===== config.mk =====
export PLATFORM = sky130hd
export DESIGN_NAME = permute_stream
export DESIGN_NICKNAME = d
export VERILOG_FILES = /design/src/rtl/perm_pkg.sv /design/src/rtl/lane_permute.sv /design/src/rtl/permute_stream.sv
export SDC_FILE = /design/constraint.sdc
export NUM_CORES = 1
export LEC_CHECK = 0
export CORE_MARGIN = 8
export CORE_UTILIZATION = 56
export DETAILED_ROUTE_END_ITERATION = 12
export MAX_ROUTING_LAYER = met4
export PLACE_DENSITY = 0.81
export SLEW_MARGIN = 5
export SYNTH_ARGS = -nofsm -noshare
export SYNTH_HDL_FRONTEND = slang
export SYNTH_SLANG_ARGS = --single-unit

===== constraint.sdc =====
create_clock -name clk -period 2.94 [get_ports clk]
set_clock_uncertainty 0.2 [all_clocks]
set_input_delay 0.441 -clock clk [delete_from_list [all_inputs] [get_ports clk]]
set_output_delay 0.441 -clock clk [all_outputs]
set_load 0.01 [all_outputs]

===== src/rtl/perm_pkg.sv =====
// perm_pkg: shared encodings for the permute_stream block.
//   mode_e  - permutation selector carried on the 2-bit mode port
//   state_e - job sequencer states
//   max2    - helper for sizing the rotate-amount field
package perm_pkg;

  typedef enum logic [1:0] {
    MODE_TRANSPOSE = 2'd0,
    MODE_ROW_ROT   = 2'd1,
    MODE_COL_ROT   = 2'd2,
    MODE_BYPASS    = 2'd3
  } mode_e;

  typedef enum logic [2:0] {
    ST_IDLE = 3'd0,
    ST_LOAD = 3'd1,
    ST_PERM = 3'd2,
    ST_OUT  = 3'd3,
    ST_DONE = 3'd4
  } state_e;

  function automatic int max2(input int a, input int b);
    return (a > b) ? a : b;
  endfunction

endpackage


===== src/rtl/lane_permute.sv =====
// lane_permute: purely combinational bit-matrix permutation of one line.
// A line is a ROWS x COLS bit matrix, bit k = COLS*r + c.
//   line   - input line
//   mode   - 0 transpose, 1 row rotate, 2 column rotate, 3 bypass
//   shift  - rotate amount, reduced modulo COLS (mode 1) or ROWS (mode 2)
//   result - permuted line
module lane_permute
  import perm_pkg::*;
#(
  parameter  int ROWS = 5,
  parameter  int COLS = 5,
  localparam int W    = ROWS * COLS,
  localparam int SW   = $clog2(max2(ROWS, COLS) + 1)
) (
  input  logic [W-1:0]  line,
  input  logic [1:0]    mode,
  input  logic [SW-1:0] shift,
  output logic [W-1:0]  result
);

  localparam int RRW = (COLS > 1) ? $clog2(COLS) : 1;
  localparam int CRW = (ROWS > 1) ? $clog2(ROWS) : 1;

  logic [RRW-1:0] row_sh_s;
  logic [CRW-1:0] col_sh_s;
  logic [W-1:0]   trans_s;
  logic [W-1:0]   row_rot_s;
  logic [W-1:0]   col_rot_s;

  // After reduction the amount always fits the candidate vector index.
  assign row_sh_s = RRW'(shift % SW'(COLS));
  assign col_sh_s = CRW'(shift % SW'(ROWS));

  // Each output bit selects among every possible rotation source, so all
  // selects are constant and the rotate amount only drives a small mux.
  for (genvar r = 0; r < ROWS; r++) begin : g_row
    for (genvar c = 0; c < COLS; c++) begin : g_col
      logic [COLS-1:0] row_cand_s;
      logic [ROWS-1:0] col_cand_s;
      for (genvar s = 0; s < COLS; s++) begin : g_rs
        assign row_cand_s[s] = line[COLS*r + ((c - s + COLS) % COLS)];
      end
      for (genvar s = 0; s < ROWS; s++) begin : g_cs
        assign col_cand_s[s] = line[COLS*((r + s) % ROWS) + c];
      end
      assign row_rot_s[COLS*r+c] = row_cand_s[row_sh_s];
      assign col_rot_s[COLS*r+c] = col_cand_s[col_sh_s];
      // A non-square matrix has no transpose of the same shape: pass through.
      if (ROWS == COLS) begin : g_tr
        assign trans_s[COLS*r+c] = line[COLS*c+r];
      end else begin : g_tr_bypass
        assign trans_s[COLS*r+c] = line[COLS*r+c];
      end
    end
  end

  // Select the permutation requested by mode.
  always_comb begin
    result = line;
    case (mode)
      MODE_TRANSPOSE: result = trans_s;
      MODE_ROW_ROT:   result = row_rot_s;
      MODE_COL_ROT:   result = col_rot_s;
      MODE_BYPASS:    result = line;
      default:        result = line;
    endcase
  end

endmodule


===== src/rtl/permute_stream.sv =====
// permute_stream: accepts NUM_LINES lines per job, permutes each one and
// hands it downstream, one line in flight at a time.
//   clk, rst            - clock, asynchronous active-low reset
//   start, mode, shift  - job request and its parameters (taken in IDLE)
//   in_valid/in_data/in_ready    - input line handshake
//   out_valid/out_data/out_ready - output line handshake
//   out_idx             - index of the line currently on out_data
//   busy, done          - job in progress, end-of-job pulse
module permute_stream
  import perm_pkg::*;
#(
  parameter  int ROWS      = 5,
  parameter  int COLS      = 5,
  parameter  int NUM_LINES = 64,
  localparam int W         = ROWS * COLS,
  localparam int SW        = $clog2(max2(ROWS, COLS) + 1),
  localparam int CNT_W     = (NUM_LINES > 1) ? $clog2(NUM_LINES) : 1
) (
  input  logic             clk,
  input  logic             rst,
  input  logic             start,
  input  logic [1:0]       mode,
  input  logic [SW-1:0]    shift,
  input  logic             in_valid,
  input  logic [W-1:0]     in_data,
  output logic             in_ready,
  output logic             out_valid,
  output logic [W-1:0]     out_data,
  input  logic             out_ready,
  output logic [CNT_W-1:0] out_idx,
  output logic             busy,
  output logic             done
);

  localparam logic [CNT_W-1:0] LAST_IDX = CNT_W'(NUM_LINES - 1);

  state_e           state_r;
  logic [1:0]       mode_r;
  logic [SW-1:0]    shift_r;
  logic [CNT_W-1:0] cnt_r;
  logic [W-1:0]     line_r;
  logic [W-1:0]     out_data_r;
  logic             in_ready_r;
  logic             out_valid_r;
  logic             busy_r;
  logic             done_r;
  logic [W-1:0]     perm_s;

  // Permutation always works on the captured line with the job's latched
  // parameters, so port changes mid-job cannot leak in.
  lane_permute #(
    .ROWS (ROWS),
    .COLS (COLS)
  ) u_lane (
    .line   (line_r),
    .mode   (mode_r),
    .shift  (shift_r),
    .result (perm_s)
  );

  // Job sequencer; every handshake/status output is a register set on the
  // transition into the state where it must be asserted.
  always_ff @(posedge clk or negedge rst) begin
    if (!rst) begin
      state_r     <= ST_IDLE;
      mode_r      <= MODE_BYPASS;
      shift_r     <= '0;
      cnt_r       <= '0;
      line_r      <= '0;
      out_data_r  <= '0;
      in_ready_r  <= 1'b0;
      out_valid_r <= 1'b0;
      busy_r      <= 1'b0;
      done_r      <= 1'b0;
    end else begin
      case (state_r)
        ST_IDLE: begin
          if (start) begin
            mode_r     <= mode;
            shift_r    <= shift;
            cnt_r      <= '0;
            in_ready_r <= 1'b1;
            busy_r     <= 1'b1;
            state_r    <= ST_LOAD;
          end else begin
            state_r <= ST_IDLE;
          end
        end
        ST_LOAD: begin
          if (in_valid) begin
            line_r     <= in_data;
            in_ready_r <= 1'b0;
            state_r    <= ST_PERM;
          end else begin
            state_r <= ST_LOAD;
          end
        end
        ST_PERM: begin
          out_data_r  <= perm_s;
          out_valid_r <= 1'b1;
          state_r     <= ST_OUT;
        end
        ST_OUT: begin
          if (out_ready) begin
            out_valid_r <= 1'b0;
            if (cnt_r == LAST_IDX) begin
              cnt_r   <= '0;
              done_r  <= 1'b1;
              state_r <= ST_DONE;
            end else begin
              cnt_r      <= cnt_r + CNT_W'(1);
              in_ready_r <= 1'b1;
              state_r    <= ST_LOAD;
            end
          end else begin
            state_r <= ST_OUT;
          end
        end
        ST_DONE: begin
          done_r  <= 1'b0;
          busy_r  <= 1'b0;
          state_r <= ST_IDLE;
        end
        default: begin
          in_ready_r  <= 1'b0;
          out_valid_r <= 1'b0;
          busy_r      <= 1'b0;
          done_r      <= 1'b0;
          state_r     <= ST_IDLE;
        end
      endcase
    end
  end

  assign in_ready  = in_ready_r;
  assign out_valid = out_valid_r;
  assign out_data  = out_data_r;
  assign out_idx   = cnt_r;
  assign busy      = busy_r;
  assign done      = done_r;

endmodule


# Word-level counts from Yosys, hierarchy flattened
# Index checks and enable logic that the tools add are counted.
word_totals:
  latch_bits: 0
  ramBits: 0
  n_memories: 0
  reg_bits: 68
  mem_bits_ro: 0
  inputBits: 35
classes:
  eq_ne: 13
  add_sub_neg: 1
  n_lt_le_gt_ge: 1
  n_div: 1
  bitwise: 4
  n_shift: 0
  n_mul: 0
  reduce_logical: 14
  muxes: 121
op_table:
  columns: ["operator", "count"]
  rows:
  - ["$bmux 1 s3", 50]
  - ["$pmux 25 s4", 1]
  - ["$mux 1", 58]
  - ["$mux 6", 3]
  - ["$pmux 3 s4", 1]
  - ["$pmux 6 s2", 1]
  - ["$ne 2x2->1 const B", 5]
  - ["$reduce_or 3->1", 3]
  - ["$reduce_and 2->1", 4]
  - ["$add 6x1->6 const B", 1]
  - ["$eq 3x2->1 const B", 2]
  - ["$eq 6x6->1 const B", 1]
  - ["$mux 3", 2]
  - ["$reduce_and 3->1", 2]
  - ["$reduce_and 5->1", 1]
  - ["$eq 2x2->1 const B", 2]
  - ["$lt 3x4->1 const B", 1]
  - ["$not 1->1", 4]
  - ["$pmux 1 s2", 2]
  - ["$pmux 1 s4", 1]
  - ["$eq 3x1->1 const B", 1]
  - ["$eq 3x3->1 const B", 1]
  - ["$logic_not 3->1", 1]
  - ["$mod 3x3->3 const B", 1]
  - ["other kinds (6)", 6]

# Depth between registers and ports, before layout
logic_depth:
  ltp_word: 4
  depth_mapped: 11

# Cells and area by module
# A second synthesis with hierarchy kept.
unflattened:
  hier_cells: 769
  hier_area_um2: 6119.6
by_module_without_submodules:
  columns: ["module", "instances", "seq_area_each_um2", "area_per_inst_um2", "cells_each"]
  rows:
  - ["lane_permute", 1, 0.0, 3359.5, 580]
  - ["permute_stream", 1, 1704.1, 2760.1, 189]

# Worst setup path before layout
# No wires, ideal clock.
synth_path:
  path_type: "register to register"
  startpoint: "reg shift_r[1]"
  endpoint: "reg out_data_r[7] (netlist: out_data[7])"
  period_less_slack_ns: 2.519
  path_stages_with_launch: 11
  t_required_ns: 2.614
  path_slack_ns: 0.421
  arrival_time_ns: 2.193
  path_cell_list: "dfrtp_1 buf_6 inv_1 ha_1 o21bai_4 a21o_1 buf_6 mux2_4 a2111oi_4 nor4_1 a221o_1"
synth_via:
  elab_chain_len: 4
synth_lines:
  columns: ["element", "line_no", "source"]
  rows:
  - ["from (decl)", "permute_stream.sv:39", "logic [SW-1:0] shift_r;"]
  - ["from (signal assigned)", "permute_stream.sv:80", "shift_r <= shift;"]
  - ["$mod 3x3->3 *", "lane_permute.sv:31, lane_permute.sv:32", null]
  - ["$bmux 1 s3 (on tied branches)", "lane_permute.sv:47, lane_permute.sv:46", null]
  - ["$mux 1 (on tied branches)", "lane_permute.sv:47, lane_permute.sv:46", null]
  - ["$pmux 25 s4 *", "lane_permute.sv:60", "case (mode)"]
  - ["to (signal assigned)", "permute_stream.sv:99", "out_data_r <= perm_s;"]
  - ["to (decl)", "permute_stream.sv:42", "logic [W-1:0] out_data_r;"]
# Every way passes the cells marked *; elsewhere a longest branch is shown, timed or not. The select of a mux whose other input is x is not followed.
# A chain may end at the register's enable or synchronous reset.

# Worst setup path in the final report
layout_path:
  startpoint: "reg shift_r[1]"
  endpoint: "reg out_data_r[3] (netlist: out_data[3])"
# Same word-level chain as after synthesis.

==> results.json <==
{
  "outcome": "complete, no violations",
  "die_w_microns": 112,
  "synth_top_cells_by_count": "nand2_1, dfrtp_1, o21ai_0, a21oi_1, clkbuf_1",
  "syn_inst": 641,
  "p_sw_frac": 0.542,
  "slew_viol_final": 0,
  "drt_iter0_markers": 655,
  "period_share": 0.950,
  "fp.dieArea_sq_mm": 0.0127,
  "seq_area_frac_synth": 0.327,
  "drive_above_1_share": 0.148,
  "p_sw_mw": 5.20,
  "path_max_fanout": 13,
  "max_slew_margin": 0.477,
  "drt-wirelength-per-cell_microns": 25.2,
  "met3_usage": 0.113,
  "routed_via_density": 7.12,
  "ys_warn_count": 0,
  "power_density_mw_per_mm2": 1520,
  "worst_ep_required_time_ps": 2980,
  "ff2ff_path_depth": 9,
  "worstMarginPinSlew_ps": 774,
  "dp_cells": 799,
  "coreArea_sq_mm": 0.00915,
  "grt_usage": 0.336,
  "use_met2": 0.489,
  "drc": 0,
  "cp-start-kind": "register",
  "io_pins": 70,
  "clock_power_share": 0.089,
  "final_cells": 817,
  "cts_root_buf": "clkbuf_8",
  "hold_depth": 1,
  "cts_sinks": 68,
  "syn-num-nets": 679,
  "syn-cell-area_sq_mm": 0.00521,
  "use_met1": 0.416,
  "rsz0062_at_grt": "no",
  "insertion_delay_ps": 360,
  "setup_tns_ps": 0,
  "power.internal_mw": 4.39,
  "dp_hpwl_mm": 14.4,
  "cts-buffers-inserted": 9,
  "gp_congestion": 1.02,
  "grt_max_degree": 42,
  "yosys.area.top_type": "dfrtp_1",
  "ir_drop_mv": 0.759,
  "hp-class": "reg -> reg",
  "combinationalPowerShare": 0.670,
  "ys_types": 64,
  "yosys.cell_count.top_type": "nand2_1",
  "clkSlewWorstSetupHoldPaths_ps": 100,
  "period_minus_slack_ps": 2790,
  "synth_edf_count": 0,
  "cap_violations": 0,
  "grt_antenna_before_repair": 1,
  "cts-htree-levels": 3,
  "overflow": 0,
  "fill_cells": 762,
  "power_frac_seq": 0.241,
  "tritoncts": "done",
  "crit_type": "reg -> reg",
  "cts_buffer_depth": 2,
  "area_growth_pct": 21.3,
  "row_count": 35,
  "firstDrtPassIters": 6,
  "grt.busiest_layer": "met2",
  "setup_violations": 0,
  "clock.fmax_ghz": 0.358,
  "drt_wl_total_mm": 20.6,
  "yosys.area.top_type_share": 0.317,
  "critPathCaptureType": "register",
  "postCtsSetupRepairBufs": 0,
  "post-route-util": 0.691,
  "grt_pass1_vias": 5761,
  "leakagePower_nw": 2.53,
  "die_h_microns": 112,
  "grt_pass1_wl_mm": 32.4,
  "synth_area_per_cell_sq_um": 8.13,
  "initial_core_util": 0.570,
  "finalHoldViolations": 0,
  "final_antenna_net_count": 0,
  "port_buffers": 69,
  "ys_ff_latch": 68,
  "vias": 5817,
  "async_reset_ff_frac": 1.00,
  "synthTopCellsByArea": "dfrtp_1, mux2i_1, nand2_1, o21ai_0, a21oi_1",
  "synthFlopType": "dfrtp_1",
  "arrival_ps": 2830,
  "nets": 738
}
==> logic make-up after synthesis <==
| group | Yosys count | share of synthesized area |
|---|---|---|
| XOR/XNOR | 3 | 0.00504 |
| adder cells (fa/ha/maj) | 3 | 0.00720 |
| multiplexers | 64 | 0.132 |
| flip-flops | 68 | 0.327 |
| AND/OR/NAND/NOR | 197 | 0.175 |
| AO/OA/AOI/OAI | 228 | 0.289 |
| buffers and inverters | 78 | 0.0653 |
==> cell usage in the layout (no fill, tap or decap), types with 11 or more instances in the layout <==
| cell type | n |
|---|---|
| clkdlybuf4s50_1 | 68 |
| nand3_1 | 18 |
| a22oi_1 | 11 |
| or3_1 | 12 |
| buf_4 | 42 |
| o21ai_0 | 59 |
| nand2_1 | 91 |
| mux2i_1 | 39 |
| dfrtp_1 | 66 |
| a21oi_1 | 55 |
| a211oi_1 | 15 |
| inv_1 | 12 |
| nor2_1 | 38 |
| mux2_2 | 23 |
==> area by class of cell <==
cell class              count  area [sq um]  area share
diodes                      1          2.50    0.000396
clock buffers              10           138      0.0218
clock inverters             6          71.3      0.0113
inverters                  12          45.0     0.00712
multi-input cells         495          3170       0.502
flip-flops and latches     68          1700       0.269
well taps                 111           139      0.0220
repair buffers            114          1050       0.166
==> power groups by stage <==
stage	Sequential, mW	Combinational [mW]	Clock, mW
floorplan	1.70	4.36	0
CTS	2.24	6.20	0.856
global placement	2.25	6.10	0
global route	2.34	6.81	0.889
finish	2.31	6.43	0.853
detailed placement	2.25	6.16	0
==> critical path, cell delays in order (launching register included) <==
cell	delay, ps
dfrtp_1	390
inv_1	140
ha_2	300
o21bai_4	100
a21oi_4	330
buf_4	310
mux2i_1	320
mux2i_1	130
a211oi_1	320
a21oi_1	120
==> flip-flops by register name, summed over array words and instances, names as in the netlist <==
name,flops
line_r,25
out_data,25
out_idx,6
shift_r,3
state_r,3
mode_r,2
busy,1
done,1
in_ready,1
out_valid,1
==> repair_timing <==
item / CTS / global route
resized for setup: 0 / 1
hold buffers: 1 / 0
setup endpoints to repair: 0 / 1
endpoints found under the hold margin: 26 / 0
==> routing by layer <==
metal	part of all wire	wire, microns	vias to the layer above
met1	0.38	7830	2757
met2	0.43	8830	465
met5	0	0	-
met4	0.048	991	0
met3	0.14	2900	101
li1	-	-	2494
==> through the flow <==
stage                     power, mW  instance area, sq um  worst slack (ps)  hold WS (ps)
after global placement         8.36                  6100               241           268
after detailed placement       8.41                  6100               204           268
after global routing           10.0                  6320              41.1           303
after floorplan                6.06                  5210               421         -54.6
final                          9.59                  6320               148           300
after CTS                      9.30                  6320               167           296
==> path summary, 6_finish.rpt <==
check,slack (ps),to,from
min in group asynchronous,500,line_r[20],rst
max reg2reg,150,out_data[3],shift_r[1]
max,150,out_data[3],shift_r[1]
max in group asynchronous,1560,line_r[4],rst
min reg2reg,300,busy,busy
min,300,busy,busy
(Power assumes the default switching activity.)
